===== config.mk =====
export PLATFORM = sky130hd
export DESIGN_NAME = nx_axi4s_frame_rx
export DESIGN_NICKNAME = d
export VERILOG_FILES = /design/src/rtl/nx_axi4s_frame_rx.sv
export SDC_FILE = /design/constraint.sdc
export NUM_CORES = 1
export LEC_CHECK = 0
export CAP_MARGIN = 40
export CORE_MARGIN = 1.5
export CORE_UTILIZATION = 51
export CTS_BUF_LIST = sky130_fd_sc_hd__clkbuf_16
export CTS_CLUSTER_DIAMETER = 200
export DETAILED_ROUTE_END_ITERATION = 8
export MAX_ROUTING_LAYER = met4
export PLACE_DENSITY = 0.77
export SLEW_MARGIN = 20
export SYNTH_ARGS = -nofsm -noshare
export SYNTH_HDL_FRONTEND = slang
export SYNTH_SLANG_ARGS = --single-unit

===== constraint.sdc =====
create_clock -name clk_i -period 2.6 [get_ports clk_i]
set_input_delay 0.52 -clock clk_i [delete_from_list [all_inputs] [get_ports clk_i]]
set_output_delay 0.52 -clock clk_i [all_outputs]
set_load 0.01 [all_outputs]

===== src/rtl/nx_axi4s_frame_rx.sv =====
// nx_axi4s_frame_rx
//   Host-side receiver for the slot-packed Nexus AXI4-stream. Each accepted
//   beat carries A2N_RATIO slots of SW = MSG_WIDTH+1 bits; the slot MSB is a
//   present flag. The beat is held while its contiguous run of present slots
//   (starting at slot 0) is unpacked one message per cycle onto the nx side.
//   Per-frame message counts are reported on frame_done_o/frame_len_o, and
//   packing violations are flagged as sticky errors.
//
// Ports
//   clk_i, rst_i        clock, synchronous active-high reset
//   ib_axi4s_tdata_i    packed beat, slot i = bits [i*SW +: SW]
//   ib_axi4s_tlast_i    final beat of frame
//   ib_axi4s_tvalid_i   beat valid
//   ib_axi4s_tready_o   high while no beat is held
//   ob_nx_data_o        unpacked message
//   ob_nx_last_o        final message of a TLAST beat
//   ob_nx_valid_o       message valid
//   ob_nx_ready_i       consumer ready
//   frame_done_o        1-cycle pulse per completed frame
//   frame_len_o         message count of the completed frame (held between pulses)
//   err_noncontig_o     sticky: present slot above an absent slot
//   err_empty_o         sticky: beat with no present slot and TLAST low
//   err_clr_i           clears both sticky errors (a simultaneous new error wins)
module nx_axi4s_frame_rx #(
  parameter int AXI4_DATA_WIDTH = 64,
  parameter int MSG_WIDTH       = 20,
  parameter int CNT_WIDTH       = 16
) (
  input  logic                       clk_i,
  input  logic                       rst_i,
  input  logic [AXI4_DATA_WIDTH-1:0] ib_axi4s_tdata_i,
  input  logic                       ib_axi4s_tlast_i,
  input  logic                       ib_axi4s_tvalid_i,
  output logic                       ib_axi4s_tready_o,
  output logic [MSG_WIDTH-1:0]       ob_nx_data_o,
  output logic                       ob_nx_last_o,
  output logic                       ob_nx_valid_o,
  input  logic                       ob_nx_ready_i,
  output logic                       frame_done_o,
  output logic [CNT_WIDTH-1:0]       frame_len_o,
  output logic                       err_noncontig_o,
  output logic                       err_empty_o,
  input  logic                       err_clr_i
);

  localparam int SW        = MSG_WIDTH + 1;
  localparam int A2N_RATIO = AXI4_DATA_WIDTH / SW;
  localparam int USED_W    = A2N_RATIO * SW;
  localparam int PTR_W     = (A2N_RATIO > 1) ? $clog2(A2N_RATIO) : 1;
  localparam int NV_W      = $clog2(A2N_RATIO + 1);

  typedef enum logic [0:0] {
    ST_IDLE   = 1'b0,
    ST_UNPACK = 1'b1
  } state_t;

  state_t                r_state;
  logic [USED_W-1:0]     r_beat;
  logic                  r_tlast;
  logic [NV_W-1:0]       r_nvalid;
  logic [PTR_W-1:0]      r_ptr;
  logic [MSG_WIDTH-1:0]  r_data;
  logic                  r_last;
  logic                  r_valid;
  logic [CNT_WIDTH-1:0]  r_cnt;
  logic [CNT_WIDTH-1:0]  r_len;
  logic                  r_done;
  logic                  r_err_nc;
  logic                  r_err_empty;

  logic [A2N_RATIO-1:0]  w_present;
  logic [MSG_WIDTH-1:0]  w_slots [A2N_RATIO];
  logic [NV_W-1:0]       w_in_nvalid;
  logic                  w_in_noncontig;
  logic                  w_accept;
  logic                  w_load;
  logic                  w_final_slot;
  logic [NV_W-1:0]       w_ptr_ext;
  logic [CNT_WIDTH-1:0]  w_cnt_inc;
  logic [MSG_WIDTH-1:0]  w_slot_data;

  // Present flags come from the incoming beat; payloads from the held beat.
  for (genvar g = 0; g < A2N_RATIO; g++) begin : g_slot
    assign w_present[g] = ib_axi4s_tdata_i[g*SW + MSG_WIDTH];
    assign w_slots[g]   = r_beat[g*SW +: MSG_WIDTH];
  end

  // Valid slots are the run of present flags from slot 0 up to the first
  // absent slot; any present flag beyond that gap is a packing violation.
  always_comb begin
    logic gap;
    gap            = 1'b0;
    w_in_nvalid    = '0;
    w_in_noncontig = 1'b0;
    for (int unsigned i = 0; i < A2N_RATIO; i++) begin
      if (w_present[i]) begin
        if (gap) w_in_noncontig = 1'b1;
        else     w_in_nvalid    = w_in_nvalid + 1'b1;
      end else begin
        gap = 1'b1;
      end
    end
  end

  assign w_accept     = (r_state == ST_IDLE) && ib_axi4s_tvalid_i;
  assign w_load       = (r_state == ST_UNPACK) && (r_nvalid != '0) &&
                        (!r_valid || ob_nx_ready_i);
  assign w_ptr_ext    = NV_W'(r_ptr);
  assign w_final_slot = ((w_ptr_ext + 1'b1) == r_nvalid);
  assign w_cnt_inc    = (&r_cnt) ? r_cnt : r_cnt + 1'b1;
  assign w_slot_data  = w_slots[r_ptr];

  always_ff @(posedge clk_i) begin
    if (rst_i) begin
      r_state     <= ST_IDLE;
      r_beat      <= '0;
      r_tlast     <= 1'b0;
      r_nvalid    <= '0;
      r_ptr       <= '0;
      r_data      <= '0;
      r_last      <= 1'b0;
      r_valid     <= 1'b0;
      r_cnt       <= '0;
      r_len       <= '0;
      r_done      <= 1'b0;
      r_err_nc    <= 1'b0;
      r_err_empty <= 1'b0;
    end else begin
      r_done <= 1'b0;

      if (w_accept) begin
        r_beat   <= ib_axi4s_tdata_i[USED_W-1:0];
        r_tlast  <= ib_axi4s_tlast_i;
        r_nvalid <= w_in_nvalid;
        r_ptr    <= '0;
        r_state  <= ST_UNPACK;
      end

      if (r_state == ST_UNPACK) begin
        if (r_nvalid == '0) begin
          // Empty beat: dropped after one cycle; a TLAST still closes the
          // frame with whatever has been counted so far.
          r_state <= ST_IDLE;
          if (r_tlast) begin
            r_done <= 1'b1;
            r_len  <= r_cnt;
            r_cnt  <= '0;
          end
        end else if (w_load) begin
          if (w_final_slot) begin
            r_state <= ST_IDLE;
            r_ptr   <= '0;
          end else begin
            r_ptr <= r_ptr + 1'b1;
          end
        end
      end

      // frame_done is registered alongside the last message so both become
      // visible in the same cycle.
      if (w_load) begin
        r_data  <= w_slot_data;
        r_last  <= r_tlast && w_final_slot;
        r_valid <= 1'b1;
        if (r_tlast && w_final_slot) begin
          r_done <= 1'b1;
          r_len  <= w_cnt_inc;
          r_cnt  <= '0;
        end else begin
          r_cnt <= w_cnt_inc;
        end
      end else if (ob_nx_ready_i) begin
        r_valid <= 1'b0;
      end

      if (err_clr_i) begin
        r_err_nc    <= 1'b0;
        r_err_empty <= 1'b0;
      end
      if (w_accept) begin
        if (w_in_noncontig) r_err_nc <= 1'b1;
        if ((w_in_nvalid == '0) && !ib_axi4s_tlast_i) r_err_empty <= 1'b1;
      end
    end
  end

  assign ib_axi4s_tready_o = (r_state == ST_IDLE);
  assign ob_nx_data_o      = r_data;
  assign ob_nx_last_o      = r_last;
  assign ob_nx_valid_o     = r_valid;
  assign frame_done_o      = r_done;
  assign frame_len_o       = r_len;
  assign err_noncontig_o   = r_err_nc;
  assign err_empty_o       = r_err_empty;

endmodule


# Yosys cells after proc, flatten, opt, wreduce, memory -nomap -nowiden
# Index checks and enable logic that the tools add are counted.
# W data, S select, Z words.
# word_totals
inputBits,70
regBits,125
output_inout_bits,42
# op_classes
addsub,4
eq_ne,1
n_bitwise,2
n_reduce_logical,17
mux,47
magnitude_cmp,1
# ops
operator,n
$mux W16,11
$bmux W20 S2,1
$mux W20,2
$mux W1,24
$mux W2,9
$add A16 B1 Y16 const B,1
$reduce_and A16 Y1,1
$reduce_bool A2 Y1,5
$add A2 B1 Y2 const B,3
$logic_and A1 B1 Y1,5
$logic_not A2 Y1,2
$ge A3 B3 Y1 const B,1
$not A2 Y3,1
$reduce_and A3 Y1,1
$eq A2 B2 Y1,1
$logic_not A1 Y1,2
$logic_or A1 B1 Y1,1
$not A1 Y1,1

# Longest topological paths before layout
# depth
word_depth,11
depth_mapped,9
mapped_depth_nobuf,6

# Least setup slack after synthesis
# No wires, ideal clock.
# synth_timing
path_type,register -> register
from,reg r_ptr[1]
to,reg r_len[8] (netlist: frame_len_o[8])
t_arrival_ns,1.743
synth_period_minus_slack_ns,1.835
t_required_ns,2.508
slack_ns,0.765
stages_incl_launch_ff,9
cell_sequence,dfxtp_1 > buf_2 > xor2_2 > mux2i_4 > and2_1 > buf_2 > buf_2 > nor3_1 > nor4_1
# synth_via
elab_chain_len,5
# synth_lines
element,line,rtl
from (decl),61,logic [PTR_W-1:0] r_ptr;
from (signal assigned),154,r_ptr <= r_ptr + 1'b1;
$add A2 B1 Y2,109,assign w_final_slot = ((w_ptr_ext + 1'b1) == r_nvalid);
$eq A2 B2 Y1,109,
$logic_and A1 B1 Y1,165,if (r_tlast && w_final_slot) begin
$mux W16,165,
$mux W16,161,if (w_load) begin
to (signal assigned),146,r_len <= r_cnt;
to (signal assigned),167,r_len <= w_cnt_inc;
to (decl),66,logic [CNT_WIDTH-1:0] r_len;
# Every way passes these cells.
# A chain may end at the register's enable or synchronous reset.

# Worst setup path in the final report
# layout_timing
from,reg r_nvalid[1]
to,reg r_len[6] (netlist: frame_len_o[6])
# layout_via
elab_chain_len,5
word_cells_on_any_way,10
# layout_lines
element,line,rtl
from (decl),60,logic [NV_W-1:0] r_nvalid;
from (signal assigned),134,r_nvalid <= w_in_nvalid;
$logic_not A2 Y1,140,if (r_nvalid == '0) begin
$mux W16,140,
$mux W16,139,if (r_state == ST_UNPACK) begin
$mux W16,165,
$mux W16 (*),161,
# Mark *: on every way between the ends. The rest lies on a longest branch, timed or not.

==> results.ini <==
[run_status]
status=finished, final reports clean

[logic_synthesis]
yosys_warnings=0
synth.distinct_cells=48
synthArstFlopShare_pct=0
syn-cell-area_sq_um=5450
synth_top_area_share_pct=45.2
yosys-top-cells-count=nand2_1, dfxtp_1, a21oi_1
postSynthAreaPerCell_sq_um=7.73
synthCells=705
ys_seq_area_share_pct=45.2
synth_nets=776
yosys.area.top_type=dfxtp_1
synthTopCellsByArea=dfxtp_1, nand2_1, a21oi_1
ys_ff_latch=123
synth_edf_count=0
synth-main-ff-cell=dfxtp_1
synth.most_common_cell=nand2_1

[floorplanning]
die_h_microns=106
start_util_pct=52.8
die_w_microns=106
num_rows=37
dieArea_sq_um=11300
io_pins=112
core-area_sq_um=10300

[cts]
cts-root-buf=clkbuf_16
clk_pin_slew_ns=0.06
cts_tree=done
postCtsSetupBuffers=0
cts_hold_buffers=0
ctsResizeCount=0
clock_latency_ns=0.41
cts_max_level=4
cts_buffer_depth=2
cts_sinks=123
cts_buffers=17

[finish]
diodes=0
drive_gt1_share_pct=7.65
final_net_count=868
fin_cells=946
area_delta_synth_final_pct=33.7
final_area_sq_um=7280
n_fill_cell=830

[worst_setup_path]
crit_chain=xor2_2 -> mux2i_4 -> and2_1 -> buf_4 -> mux2i_1 -> a211oi_1
cp_slowest_cell=dfxtp_1
critPathArrivalTime_ns=2.41
required_ns=2.85
critical_path_class=flop to flop
crit_family=multiplexers
cp-end-kind=flop
worstSetupStartpointType=flop
crit_path_max_fanout=10
cp.buffers_inverters=1
cp_slowest_stage_delay_ns=0.50

[routing]
post_drt_wl_per_cell_microns=15.8
first_iter_violations=448
detail_route.vias_per_cell=5.63
num_vias=5323
drt_pass1_iterations=5
drt-total-wl_mm=15.0
ant_nets=0
drc_errors=0

[sta]
max_freq_mhz=463
tns_ns=0
whs_ns=0.455
fin_crit_ns=2.16
finalHoldViolations=0
setup_viol=0
rsz0062_at_grt=false
fin_crit_sh_pct=83.0
timing.slew.headroom_pct=54.4
finalClockSkew_ns=0.00725
drv_slew=0
worst_pin_slew_ns=0.680

[global_routing]
grt_pass1_wl_mm=24.2
grt_usage_pct=27.4
grt_overflow=0
first_global_vias=5132
grt_max_degree=84
antenna_found_initial=0

[placed_design]
dp_cells=914
io_buffers=110
gp_congestion=0.901
dp_hpwl_mm=9.80
dpl-instance-area_sq_um=6670

[power_and_ir_drop]
vdd.ir_drop.worst_mv=0.389
pwr_density_cell_nw_per_um2=664
power_mw=4.83
leakage_nw=2.60

[min_path]
min_path_type=flop to flop

[flow_run]
drv_cap=0

registers in the layout (all words and copies together) (netlist names):
| register | flops |
|---|---|
| r_beat | 60 |
| ob_nx_data_o | 20 |
| frame_len_o | 16 |
| r_cnt | 16 |
| r_nvalid | 2 |
| r_ptr | 2 |
| err_empty_o | 1 |
| err_noncontig_o | 1 |
| frame_done_o | 1 |
| ob_nx_last_o | 1 |
| ob_nx_valid_o | 1 |
| r_state | 1 |
| r_tlast | 1 |
logic make-up after synthesis:
group                    Yosys count  synth area share (%)
AND/OR/NAND/NOR                  319                  25.9
AO/OA/AOI/OAI                    168                  18.3
flip-flops                       123                  45.2
buffers and inverters             67                  5.10
multiplexers                      24                  4.66
XOR/XNOR                           3                 0.620
adder cells (fa/ha/maj)            1                 0.230
where the power goes:
part           total (mW)  switching, mW  internal (mW)  leakage [nW]
clock                2.41          0.829           1.58         0.298
sequential           2.01         0.0449           1.96          1.00
combinational       0.413          0.210          0.203          1.30
final cells by class:
type,count,area [sq um],area share (%)
clock buffers,17,425,5.84
repair buffers,131,1280,17.6
flip-flops and latches,123,2460,33.8
inverters,9,33.8,0.464
clock inverters,15,183,2.51
multi-input cells,515,2720,37.4
well taps,136,170,2.34
stage by stage:
| step | worst slack [ns] | utilization [%] |
|---|---|---|
| finish | 0.441 | 70.5 |
| global route | 0.232 | 70.5 |
| CTS | 0.448 | 70.5 |
| detailed placement | 0.253 | 64.6 |
| global placement | 0.276 | 64.5 |
| floorplan | 0.765 | - |
cell usage in the layout, fill, tap and decap left out, types with 3 or more instances in the layout:
cell type / synthesis / routed
clkinv_2: 0 / 4
o21ai_0: 12 / 12
bufinv_16: 0 / 4
nand4_1: 8 / 8
a211oi_1: 27 / 27
or3_1: 3 / 3
a21oi_1: 94 / 94
nand3_1: 20 / 20
clkbuf_16: 0 / 17
and2_1: 3 / 3
nor3_1: 38 / 38
o22ai_1: 6 / 6
clkdlybuf4s50_1: 0 / 109
clkinvlp_4: 0 / 3
dfxtp_1: 123 / 123
inv_1: 9 / 11
buf_4: 3 / 19
and3_1: 7 / 7
nand2b_1: 9 / 9
a311oi_1: 8 / 8
a31oi_1: 4 / 4
nor4_1: 3 / 3
nand2_1: 157 / 156
nor2_1: 59 / 59
mux2i_1: 22 / 22
a21o_1: 4 / 4
worst min-delay path, cell delays in order, from the launching register on:
cell,delay [ns]
dfxtp_1,0.31
nand2_1,0.05
a21oi_1,0.05
routing by layer:
metal | GRT usage, % | part of all wire [%] | wire (microns) | vias to the layer above
li1 | - | - | - | 2624
met1 | 32.2 | 42 | 6300 | 2499
met2 | 46.0 | 51 | 7630 | 180
met3 | 6.38 | 5.3 | 788 | 20
met4 | 9.46 | 1.6 | 242 | 0
met5 | - | 0 | 0 | -
final timing paths:
kind                                 start                         to  slack [ns]  cells past startpoint
setup reg to reg  r_nvalid[1]$_SDFFE_PP0P_  frame_len_o[6]$_SDFF_PP0_        0.44                      6
hold reg to reg    r_beat[47]$_SDFFE_PP0P_    r_beat[47]$_SDFFE_PP0P_        0.46                      2
setup / recovery  r_nvalid[1]$_SDFFE_PP0P_  frame_len_o[6]$_SDFF_PP0_        0.44                      6
hold / removal     r_beat[47]$_SDFFE_PP0P_    r_beat[47]$_SDFFE_PP0P_        0.46                      2
(Power assumes the default switching activity.)
